--- config.mk ---
export PLATFORM = sky130hd
export DESIGN_NAME = mem_arbiter
export DESIGN_NICKNAME = d
export VERILOG_FILES = /design/src/rtl/mem_arbiter.sv
export SDC_FILE = /design/constraint.sdc
export NUM_CORES = 1
export LEC_CHECK = 0
export ABC_AREA = 1
export BUFFER_PORTS_ARGS = -buffer_cell sky130_fd_sc_hd__buf_4
export CORE_AREA = 2 2 129 131
export CTS_BUF_LIST = sky130_fd_sc_hd__clkbuf_8
export DETAILED_ROUTE_END_ITERATION = 6
export DIE_AREA = 0 0 131 133
export PLACE_DENSITY = 0.39
export SYNTH_ARGS = -nofsm -noshare
export SYNTH_HDL_FRONTEND = slang
export SYNTH_SLANG_ARGS = --single-unit
--- constraint.sdc ---
create_clock -name CLK -period 1.9 [get_ports CLK]
set_input_delay 0 -clock CLK [delete_from_list [all_inputs] [get_ports CLK]]
set_output_delay 0 -clock CLK [all_outputs]
set_load 0.02 [all_outputs]
--- src/rtl/mem_arbiter.sv ---
// mem_arbiter: single RAM port shared by the data port and two ifetch ports.
// Locked grants, data-first with a starvation guard, round-robin between cores.
//
// Ports:
//   CLK, nRST              clock, async active-low reset
//   dREN/dWEN/daddr/dstore data requester; dwait/dload back to it
//   iREN/iaddr             per-core fetch requests; iwait/iload back to them
//   ramREN/ramWEN/ramaddr/ramstore/ramload/ramwait  the RAM port
module mem_arbiter #(
    parameter int WORD_W     = 32,
    parameter int STARVE_MAX = 4
) (
    input  logic                   CLK,
    input  logic                   nRST,
    input  logic                   dREN,
    input  logic                   dWEN,
    input  logic [WORD_W-1:0]      daddr,
    input  logic [WORD_W-1:0]      dstore,
    output logic                   dwait,
    output logic [WORD_W-1:0]      dload,
    input  logic [1:0]             iREN,
    input  logic [1:0][WORD_W-1:0] iaddr,
    output logic [1:0]             iwait,
    output logic [1:0][WORD_W-1:0] iload,
    output logic                   ramREN,
    output logic                   ramWEN,
    output logic [WORD_W-1:0]      ramaddr,
    output logic [WORD_W-1:0]      ramstore,
    input  logic [WORD_W-1:0]      ramload,
    input  logic                   ramwait
);

    typedef enum logic [1:0] {
        IDLE,
        DATA,
        INSTR0,
        INSTR1
    } state_t;

    localparam logic [3:0] SMAX = 4'(STARVE_MAX);

    state_t     state_q, state_d;
    logic       rr_q, rr_d;
    logic [3:0] starve_q, starve_d;

    logic   dreq, ireq, pick, gi;
    state_t ipick;

    assign dreq  = dREN | dWEN;
    assign ireq  = |iREN;
    // Preferred core if it is asking, otherwise the other one.
    assign pick  = iREN[rr_q] ? rr_q : ~rr_q;
    assign ipick = pick ? INSTR1 : INSTR0;
    assign gi    = (state_q == INSTR1);

    always_comb begin
        state_d  = state_q;
        rr_d     = rr_q;
        starve_d = starve_q;
        ramREN   = 1'b0;
        ramWEN   = 1'b0;
        ramaddr  = '0;
        ramstore = '0;
        dwait    = 1'b1;
        iwait    = 2'b11;
        dload    = '0;
        iload    = '0;
        unique case (state_q)
            IDLE: begin
                if (ireq && starve_q == SMAX)
                    state_d = ipick;
                else if (dreq)
                    state_d = DATA;
                else if (ireq)
                    state_d = ipick;
            end
            DATA: begin
                // A dropped request aborts: enables fall this cycle.
                if (!dreq) begin
                    state_d = IDLE;
                end else begin
                    ramaddr = daddr;
                    if (dWEN) begin
                        ramWEN   = 1'b1;
                        ramstore = dstore;
                    end else begin
                        ramREN = 1'b1;
                        dload  = ramload;
                    end
                    if (!ramwait) begin
                        dwait   = 1'b0;
                        state_d = IDLE;
                        if (!ireq)
                            starve_d = '0;
                        else if (starve_q != SMAX)
                            starve_d = starve_q + 4'd1;
                    end
                end
            end
            INSTR0, INSTR1: begin
                if (!iREN[gi]) begin
                    state_d = IDLE;
                end else begin
                    ramREN    = 1'b1;
                    ramaddr   = iaddr[gi];
                    iload[gi] = ramload;
                    if (!ramwait) begin
                        iwait[gi] = 1'b0;
                        rr_d      = ~gi;
                        starve_d  = '0;
                        state_d   = IDLE;
                    end
                end
            end
        endcase
    end

    always_ff @(posedge CLK or negedge nRST) begin
        if (!nRST) begin
            state_q  <= IDLE;
            rr_q     <= 1'b0;
            starve_q <= '0;
        end else begin
            state_q  <= state_d;
            rr_q     <= rr_d;
            starve_q <= starve_d;
        end
    end

endmodule

-- Word level (Yosys, flattened, before mapping)
Index checks and enable logic that the tools add are counted.
W data, S select, Z words.
- add/sub/neg operators: 1
- multiply operators: 0
- div/mod/pow operators: 0
- order comparisons: 3
- eq/ne operators: 11
- shifts and indexed selects: 0
- mux-type cells: 50
- bitwise gates (word level): 6
- reductions and logical operators: 8
- operator list (cell ; number):
    $mux W32 ; 11
    $mux W64 ; 2
    $and A64 B64 Y64 ; 1
    $pmux W32 S2 ; 1
    $demux W32 S1 ; 1
    $mux W4 ; 6
    $mux W2 ; 9
    $mux W1 ; 16
    $ne A2 B2 Y1 const B ; 4
    $pmux W4 S2 ; 1
    $pmux W2 S3 ; 1
    $reduce_and A6 Y1 ; 1
    $add A4 B1 Y4 const B ; 1
    $eq A2 B2 Y1 const B ; 2
    $eq A4 B3 Y1 const B ; 1
    $lt A1 B2 Y1 const B ; 2
    $ne A4 B3 Y1 const B ; 1
    $ne A4 B4 Y1 const B ; 1
    $reduce_or A2 Y1 ; 2
    $ne A3 B3 Y1 const B ; 1
    $not A1 Y1 ; 3
    $reduce_and A3 Y1 ; 1
    $eq A2 B1 Y1 const B ; 1
    $logic_and A1 B1 Y1 ; 2
    7 further kinds ; 7
- register bits: 7
- bits in latches: 0
- memory bits (writable): 0
- bits in read-only memories: 0
- input port bits: 167
- output and inout bits: 165
- word-level logic and storage cells: 82
- memories: 0

-- Logic depth before layout (Yosys ltp)
Gate-level depths: netlist (run 1).
- word-level depth: 9
- gate-level depth with buffers: 10
- gate-level depth less buffers: 10

-- Worst setup path after synthesis (run 1)
No wires, ideal clock.
- path kind: register -> register
- start point: reg state_q[0]
- end point: reg rr_q
- setup time: 123 ps
- arrival: 1163 ps
- required time: 1777 ps
- setup slack: 614 ps
- cell stages (with the launch flop): 9
- path buffers: 2
- clock period less this slack: 1286 ps
- cells stage by stage: dfrtp_1 buf_6 nand2_4 nor2_4 nor2_4 inv_4 buf_6 nand3_2 nand2_1
- longest elaborated chain between the ends: 4
- elaborated cells on any way between the ends: 7
- those cells by class: 2 x eq/ne; 2 x mux; 1 x bitwise; 2 x reduce/logical
- ends and longest elaborated chain (item ; line ; text):
    start: declaration ; 42 ; state_t state_q, state_d;
    start signal: assignment ; 124 ; state_q <= state_d;
    $eq A2 B2 Y1 ; 54, 68 ;
    $mux W1 (not written as such) (2 in series) ; 101 ; if (!iREN[gi]) begin
    $reduce_and A3 Y1 (no source line) ; - ;
    end signal: assignment ; 125 ; rr_q <= rr_d;
    end: declaration ; 43 ; logic rr_q, rr_d;
Parallel ways exist; a longest one is shown, timed or not. The select of a mux whose other input is x is not followed.
A chain may end at the register's enable or synchronous reset.

==> flow_summary.yaml, run 1 <==
status:
  run_status: "complete, no violations"
timing:
  tightestPinTransition_ns: 0.377
  achievable-frequency_mhz: 587
  worst_slew_margin_rel: 0.748
  timing.clock.skew_ns: 0.00120
  setup-violations-final: 0
  final.min_clock_period_ns: 1.70
  hold_viol_final: 0
  setup-tns-final_ns: 0
  post-route-period-util: 0.896
  rsz_0062_raised_after_global_routing: "no"
  finalMaxSlewViolations: 0
final_layout:
  share_of_layout_cells_above_drive_strength_1: 0.470
  commonest_cells_after_routing_fill_and_taps_aside: "buf_4, nand2_1, nor2_1"
  number_of_inserted_diodes: 0
  nets: 921
  syn_to_final_growth_pct: 132
  commonest_non_fill_non_tap_cell_in_the_layout: "buf_4"
power_and_ir_drop:
  fin_total_pwr_uw: 3870
  power_density_nw_per_um2: 806
  max-vdd-ir-drop_mv: 0.324
  leakage_power_uw: 0.00296
job:
  cap_violations: 0
global_routing:
  grt_max_degree: 35
  first_global_vias: 3678
  globalRouteOverflowTotal: 0
  initial_antenna_violation_count: 0
  grt_first_pass_wirelength_mm: 19.2
  groute.usage.overall: 0.139
setup_path:
  worstSetupEndpointType: "primary output"
  worstSetupStartpointType: "flop"
  crit_arrival_ns: 1.70
  cp.required_ns: 1.90
  critical_path.cell_chain: "nand2_4 > nor2_4 > inv_1 > buf_4 > nor2_1 > buf_4"
  crit_path_frequent_cell: "buf_4"
  slowest_stage: "dfrtp_1"
  reg2reg_slack_ns: 0.41
  criticalPathCategory: "reg2out"
  critPathMaxStageDelay_ns: 0.48
  crit_path_max_fanout: 32
yosys:
  netlist_instances: 434
  synth.ff_latch_count: 7
  synth_ff_type: "dfrtp_1"
  synth.distinct_cells: 22
  yosysWarningCount: 0
  postSynth.asyncResetShare: 1.00
  synth.avg_cell_area_sq_um: 4.78
  mappedNetlistArea_sq_um: 2070
  ys_seq_area_frac: 0.0844
  number_of_enable_flip_flop_cells_after_synthesis: 0
  synth_nets: 603
clock_tree:
  deepest_clock_path_buffer_count: 2
  cts_buffers: 3
  htreeDepth: 1
  path_clk_slew_ns: 0.04
  clk_root_buffer_cell: "clkbuf_8"
  cts_tree: "done"
  postCtsSetupBuffers: 0
  clock_network_latency_to_the_later_pin_of_the_worst_skew_pair_ns: 0.23
  numClockSinks: 7
floorplanning:
  die_height_um: 133
  top_level_ports: 332
  floorplan.rows: 47
  die_w_um: 131
  start_util: 0.128
  die_area_sq_um: 17400
  core_area_sq_um: 16200
min_path:
  min-delay-path-class: "in2reg"
placement:
  final_weighted_congestion_of_routability_driven_global_placement: 0.840
  dp_hpwl_mm: 11.6
  io_buffers: 331
detailed_routing:
  drt_pre_antenna_iters: 4
  drt-vias-per-instance: 3.95
  vias_after_detailed_routing: 3833
  avgRoutedWirePerCell_um: 13.9
  finalWirelength_mm: 13.5
  detail_route.iter0.violations: 150
  drc_errors: 0
  antenna_violating_nets_post_route: 0
critical path, delay by kind of cell, from the launching register on:
| kind | cells | cell delay, ns |
|---|---|---|
| buffers and inverters | 3 | 0.46 |
| DFF | 1 | 0.48 |
| and+or+nand+nor | 3 | 0.50 |
synth_stat cells, types with 2 or more instances:
| library cell | instances | area share |
|---|---|---|
| nand2_1 | 158 | 0.29 |
| nor2_1 | 135 | 0.24 |
| inv_1 | 48 | 0.087 |
| a22o_1 | 32 | 0.14 |
| buf_2 | 15 | 0.036 |
| clkbuf_1 | 9 | 0.016 |
| dfrtp_1 | 7 | 0.084 |
| nand3_1 | 5 | 0.012 |
| buf_6 | 4 | 0.022 |
| a21oi_1 | 3 | 0.0072 |
| nor2_4 | 3 | 0.016 |
| ha_1 | 2 | 0.012 |
| nand2_2 | 2 | 0.0060 |
| nand4_1 | 2 | 0.0060 |
| o21ai_0 | 2 | 0.0048 |
repair_timing:
action                                  in CTS  in global routing
endpoints found under the hold margin        7                  0
hold buffers                                 1                  0
resized for setup                            0                  1
endpoints found under the setup margin       0                  8
final cells by class:
class	count	area, sq um
Multi-Input combinational cell	349	1560
Timing Repair Buffer	342	2570
Inverter	49	189
Clock buffer	3	41.3
Sequential cell	7	175
Clock inverter	1	3.75
Tap cell	220	275
Fill cell	1865	11400
layer usage:
metal / track usage / wire [um] / up-vias
li1: - / - / 1942
met4: 0.0272 / 186 / 0
met1: 0.142 / 4700 / 1659
met5: 0 / 0 / -
met3: 0.0295 / 1360 / 13
met2: 0.284 / 7290 / 219
registers in the layout, indices dropped and copies added, names as in the netlist:
name,count
rr_q,1
starve_q,4
state_q,2
final timing paths:
kind,startpoint,endpoint,cells after the start
max in group asynchronous,nRST,starve_q[3],2
max,state_q[0],iload[47],6
min reg2reg,starve_q[3],starve_q[3],2
max reg2reg,state_q[1],state_q[0],8
min,ramwait,state_q[1],3
min in group asynchronous,nRST,rr_q,2
cells by family after synthesis:
| kind of cell | synth area share |
|---|---|
| AO/OA/AOI/OAI | 0.147 |
| XOR/XNOR | 0.00422 |
| adder cells (fa/ha/maj) | 0.0121 |
| buffers and inverters | 0.166 |
| flip-flops | 0.0844 |
| AND/OR/NAND/NOR | 0.586 |
report_power, final:
part | switching (uW) | internal [uW] | total, uW
combinational | 1990 | 1390 | 3380
sequential | 83.1 | 211 | 294
clock | 61.7 | 139 | 201
total | 2130 | 1740 | 3870
per-stage QoR:
step | hold WS, ns | utilization | setup slack, ns | instances | instance area [sq um]
final | 0.0650 | 0.297 | 0.197 | 971 | 4810
after global routing | 0.0815 | 0.297 | 0.0595 | 971 | 4810
after CTS | 0.0609 | 0.297 | 0.0791 | 971 | 4810
after detailed placement | -0.180 | 0.294 | 0.328 | 966 | 4750
after global placement | -0.177 | 0.294 | 0.406 | 966 | 4750
after floorplan | -0.296 | - | 0.614 | 434 | 2070
(Power assumes the default switching activity.)
==> run 2: changes to the inputs <==
Settings changed: CORE_AREA 2 2 129 131 to 2 2 128 130, DIE_AREA 0 0 131 133 to 0 0 130 132, PLACE_DENSITY 0.39 to 0.41.
Clock period 1.9 ns to 1.4 ns, I/O delays scaled along.
==> run 2 against run 1 <==
Against the previous run: the flow now finishes with violations (negative setup slack); worst setup slack worse by 0.33 ns; first-iteration DRC count is 0.67% lower; sequential share of layout area down 0.36 points; critical path depth grew 1; hold slack worse by 0.020 ns.
==> flow_summary.yaml, run 2 (synthesis results as in run 1) <==
status:
  run_status: "finished with violations"
  violations: "negative setup slack"
timing:
  achievable-frequency_mhz: 651
  final.setup.worst_slack_ns: -0.136
  tightestPinTransition_ns: 0.374
  finalMaxSlewViolations: 0
  timing.clock.skew_ns: 0.00284
  rsz_0062_raised_after_global_routing: "yes"
  setup-violations-final: 103
  post-route-period-util: 1.10
  worst_slew_margin_rel: 0.749
  final.min_clock_period_ns: 1.54
  hold_slack_ns: 0.0451
  hold_viol_final: 0
setup_path:
  cp.required_ns: 1.40
  timing.critical_path.max_delay_family: "buffers and inverters"
  crit_path_max_fanout: 16
  worstSetupEndpointType: "primary output"
  startpoint_of_the_worst_setup_timing_path: "state_q[0]"
  worstSetupStartpointType: "flop"
  cell_depth_of_the_worst_flop_to_flop_path: 10
  slowest_stage: "dfrtp_2"
  crit_path_frequent_cell: "buf_4"
  regToRegStartpoint: "state_q[1]"
  regToRegEndpoint: "state_q[0]"
  critPathMaxStageDelay_ns: 0.43
  cp_capture_point: "iload[50]"
  worst-path-stages: 7
  timing.critical_path.buf_inv: 4
  crit_arrival_ns: 1.54
  criticalPathCategory: "reg2out"
  critical_path.cell_chain: "nand2_4 > nor2_4 > buf_4 > inv_4 > buf_12 > nor2_1 > buf_4"
  reg2reg_slack_ns: -0.08
final_layout:
  nets: 946
  number_of_inserted_diodes: 0
  max_flop_register: "starve_q"
  commonest_non_fill_non_tap_cell_in_the_layout: "buf_4"
  largest_register_ff_count: 4
  commonest_cells_after_routing_fill_and_taps_aside: "buf_4, nand2_1, nor2_1"
  share_of_layout_cells_above_drive_strength_1: 0.521
  syn_to_final_growth_pct: 161
  fillers: 1761
  largestRegisters: "starve_q x4, state_q x2, rr_q x1"
min_path:
  min-delay-path-class: "in2reg"
floorplanning:
  die_height_um: 132
  die_w_um: 130
  start_util: 0.132
  top_level_ports: 332
  die_area_sq_um: 17200
  floorplan.rows: 46
  core_area_sq_um: 15700
placement:
  dp_hpwl_mm: 11.6
  setup_slack_at_placement_ns: -0.0603
  final_weighted_congestion_of_routability_driven_global_placement: 0.856
  io_buffers: 331
power_and_ir_drop:
  power_density_nw_per_um2: 1180
  max-vdd-ir-drop_mv: 0.630
  leakage_power_uw: 0.00319
detailed_routing:
  detail_route.iter0.violations: 149
  drc_errors: 0
  drt-vias-per-instance: 4.10
  avgRoutedWirePerCell_um: 14.6
  vias_after_detailed_routing: 4069
  drt_pre_antenna_iters: 4
  antenna_violating_nets_post_route: 0
  finalWirelength_mm: 14.5
global_routing:
  groute.usage.overall: 0.153
  globalRouteOverflowTotal: 0
  grt_first_pass_wirelength_mm: 21.0
  grt_max_degree: 34
  initial_antenna_violation_count: 0
  first_global_vias: 4085
job:
  cap_violations: 0
clock_tree:
  cts_buffers: 3
  path_clk_slew_ns: 0.04
  clock_network_latency_to_the_later_pin_of_the_worst_skew_pair_ns: 0.23
  deepest_clock_path_buffer_count: 2
  htreeDepth: 1
  numClockSinks: 7
  cts_tree: "done"
  clk_root_buffer_cell: "clkbuf_8"
[run 2: layout make-up]
cell class,instances,area [sq um],share of cell area
Inverter,49,196,0.0363
Sequential cell,7,178,0.0328
Tap cell,216,270,0.0499
Multi-Input combinational cell,349,1660,0.306
Timing Repair inverter,2,22.5,0.00416
Timing Repair Buffer,365,3050,0.563
Clock buffer,3,41.3,0.00762
Clock inverter,1,5.00,0.000924
[run 2: stage by stage]
| step | setup TNS (ns) | cell area, sq um | cells | utilization | power (uW) |
|---|---|---|---|---|---|
| floorplan | 0 | 2070 | 434 | - | 3130 |
| global placement | -0.0695 | 4850 | 969 | 0.309 | 5250 |
| detailed placement | -0.119 | 4850 | 969 | 0.309 | 5260 |
| CTS | -7.81 | 5280 | 988 | 0.336 | 6350 |
| global route | -20.16 | 5420 | 992 | 0.345 | 6880 |
| finish | -9.15 | 5420 | 992 | 0.345 | 6410 |
[run 2: power breakdown]
group          total, uW  switching [uW]  internal, uW
sequential           387            96.2           291
combinational       5740            3110          2630
clock                287            93.8           193
total               6410            3300          3110
[run 2: repair_timing]
item / CTS / global route
endpoints found under the hold margin: 7 / 0
resized for setup: 74 / 25
setup buffers: 10 / 2
hold buffers: 1 / 0
cloned: 4 / 2
endpoints found under the setup margin: 161 / 171
pin swaps: 22 / 3
[run 2: how the worst min path moves through the flow]
stage / from / end / slack [ns] / depth (start not counted)
after floorplan: nRST / rr_q / -0.30 / 0
after global placement: nRST / starve_q[1] / -0.18 / 1
after detailed placement: nRST / starve_q[0] / -0.18 / 1
after CTS: ramwait / rr_q / 0.07 / 3
after global routing: ramwait / rr_q / 0.04 / 3
final: ramwait / rr_q / 0.05 / 3
[run 2: metal layers]
| metal | GRT usage | vias to the layer above | part of all wire | wire length, um |
|---|---|---|---|---|
| met2 | 0.304 | 235 | 0.53 | 7730 |
| met3 | 0.0288 | 29 | 0.083 | 1210 |
| li1 | - | 1992 | - | - |
| met1 | 0.150 | 1813 | 0.35 | 5000 |
| met5 | 0 | - | 0 | 0 |
| met4 | 0.0597 | 0 | 0.037 | 539 |
[run 2: worst register-to-register path, cell delays in order (launching register included)]
cell and delay (ns):
dfrtp_2 0.43, inv_2 0.10, nand2_4 0.06, nor2_4 0.14
buf_6 0.14, buf_8 0.13, buf_6 0.09, inv_2 0.02
nand2_1 0.05, nand2_1 0.06, a21oi_2 0.17
==> run 3: changes to the inputs <==
Settings changed: BUFFER_PORTS_ARGS -buffer_cell sky130_fd_sc_hd__buf_4 to unset, CORE_AREA 2 2 128 130 to 2 2 131 133, DIE_AREA 0 0 130 132 to 0 0 133 135, DONT_BUFFER_PORTS set to 1, PLACE_DENSITY 0.41 to 0.3.
==> run 3 against run 2 <==
Against the previous run: the flow still finishes with violations (negative setup slack); clock skew increased by 0.0015 ns; sequential power decreased by 3%; core utilization decreased by 8.6 points; hold slack improved by 0.0068 ns; via count decreased by 17%; critical path type unchanged; largest cell class is now multi-input combinational cells; largest power group unchanged.
==> flow_summary.yaml, run 3 (synthesis results as in run 1) <==
status:
  run_status: "finished with violations"
  violations: "negative setup slack"
floorplanning:
  start_util: 0.126
  die_area_sq_um: 18000
  core_area_sq_um: 16400
  floorplan.rows: 47
  die_w_um: 133
  die_height_um: 135
  top_level_ports: 332
timing:
  final.setup.worst_slack_ns: -0.148
  setup-violations-final: 129
  post-route-period-util: 1.11
  finalMaxSlewViolations: 0
  hold_slack_ns: 0.0520
  tightestPinTransition_ns: 0.368
  final.min_clock_period_ns: 1.55
  rsz_0062_raised_after_global_routing: "yes"
  hold_viol_final: 0
  achievable-frequency_mhz: 646
  worst_slew_margin_rel: 0.754
  timing.clock.skew_ns: 0.00436
final_layout:
  commonest_non_fill_non_tap_cell_in_the_layout: "nand2_1"
  syn_to_final_growth_pct: 104
  post_layout_instance_area_sq_um: 4240
  share_of_layout_cells_above_drive_strength_1: 0.431
  commonest_cells_after_routing_fill_and_taps_aside: "nand2_1, buf_4, nor2_1"
  max_flop_register: "starve_q"
  nets: 743
  number_of_inserted_diodes: 0
  largest_register_ff_count: 4
  area_taken_by_multi_input_logic_gates_sq_um: 1950
  fillers: 1803
  area.sequential_sq_um: 178
  largestRegisters: "starve_q x4, state_q x2, rr_q x1"
  layout.core_utilization: 0.258
global_routing:
  globalRouteOverflowTotal: 0
  grt_first_pass_wirelength_mm: 18.3
  first_global_vias: 3215
  grt_max_degree: 35
  initial_antenna_violation_count: 0
  groute.usage.overall: 0.133
setup_path:
  slowest_stage: "dfrtp_2"
  critPathMaxStageDelay_ns: 0.43
  worstSetupStartpointType: "flop"
  timing.critical_path.buf_inv: 3
  crit_arrival_ns: 1.55
  cp.required_ns: 1.40
  worstSetupEndpointType: "primary output"
  critical_path.cell_chain: "nand2_4 > nor2_4 > nor2_4 > inv_4 > buf_12 > a22o_1 > buf_4"
  crit_path_frequent_cell: "nor2_4"
  timing.critical_path.max_delay_family: "flip-flops"
  criticalPathCategory: "reg2out"
  crit_path_max_fanout: 15
detailed_routing:
  vias_after_detailed_routing: 3367
  detail_route.iter0.violations: 127
  drc_errors: 0
  drt-vias-per-instance: 4.25
  avgRoutedWirePerCell_um: 17.0
  antenna_violating_nets_post_route: 0
  drt_pre_antenna_iters: 6
  finalWirelength_mm: 13.5
clock_tree:
  htreeDepth: 1
  cts_tree: "done"
  numClockSinks: 7
  clock_network_latency_to_the_later_pin_of_the_worst_skew_pair_ns: 0.23
  deepest_clock_path_buffer_count: 2
  cts_buffers: 3
  path_clk_slew_ns: 0.04
  clk_root_buffer_cell: "clkbuf_8"
job:
  cap_violations: 0
power_and_ir_drop:
  fin_total_pwr_uw: 5640
  leakage_power_uw: 0.00227
  power_density_nw_per_um2: 1330
  max-vdd-ir-drop_mv: 0.725
min_path:
  min-delay-path-class: "in2reg"
placement:
  placed_area_sq_um: 3430
  dp_hpwl_mm: 10.6
  io_buffers: 0
  final_weighted_congestion_of_routability_driven_global_placement: 0.858
  setup_slack_at_placement_ns: 0.0296
[run 3: changes by cell type in the layout (fill, tap and decap cells not counted), moves of 5 or more]
| cell | delta |
|---|---|
| buf_4 | -196 |
| nor2_1 | -31 |
| nor2_4 | +30 |
| a22o_1 | -23 |
| a22o_2 | +13 |
| a22o_4 | +10 |
| buf_6 | -10 |
| buf_12 | +5 |
[run 3: worst register-to-register path, cell delays in order (launching register included)]
cell,delay (ns)
dfrtp_2,0.43
inv_2,0.10
nand2_4,0.07
nor2_4,0.17
buf_6,0.13
nand2_1,0.06
nand2_2,0.12
nand2_2,0.08
nand2_1,0.08
nand2_1,0.05
[run 3: cell type report]
cell class | count | share of cell area
Multi-Input combinational cell | 349 | 0.459
Timing Repair Buffer | 164 | 0.376
Tap cell | 220 | 0.0649
Sequential cell | 7 | 0.0419
Clock buffer | 3 | 0.00974
Clock inverter | 1 | 0.000885
Inverter | 49 | 0.0469
[run 3: report_power, final]
part | total [uW] | switching (uW) | internal [uW]
Combinational | 4980 | 2970 | 2010
Sequential | 375 | 84.3 | 291
Clock | 287 | 97.1 | 190
[run 3: through the flow]
stage | cells | setup TNS (ns)
global placement | 777 | 0
global route | 793 | -14.42
finish | 793 | -7.42
floorplan | 434 | 0
CTS | 792 | -11.60
detailed placement | 777 | 0
[run 3: worst paths after layout]
| check | startpoint | endpoint | slack [ns] | cells after the start |
|---|---|---|---|---|
| max | state_q[1] | ramaddr[28] | -0.15 | 7 |
| min in group asynchronous | nRST | starve_q[3] | 0.12 | 1 |
| max in group asynchronous | nRST | state_q[0] | 1.00 | 1 |
| min reg2reg | starve_q[3] | starve_q[3] | 0.52 | 2 |
| max reg2reg | state_q[1] | starve_q[1] | 0 | 9 |
| min | ramwait | rr_q | 0.05 | 3 |
[run 3: repair_timing]
item,in CTS,in global routing
hold buffers,2,0
cloned,4,0
pin swaps,4,7
hold endpoints to repair,10,0
setup endpoints to repair,163,170
buffers inserted,5,1
resized for setup,104,60
[run 3: routing by layer]
metal,track usage,routed length (um),vias up
met5,0,0,-
met4,0.0579,480,0
met3,0.0240,1230,27
met2,0.268,7390,231
met1,0.131,4380,1522
li1,-,-,1587
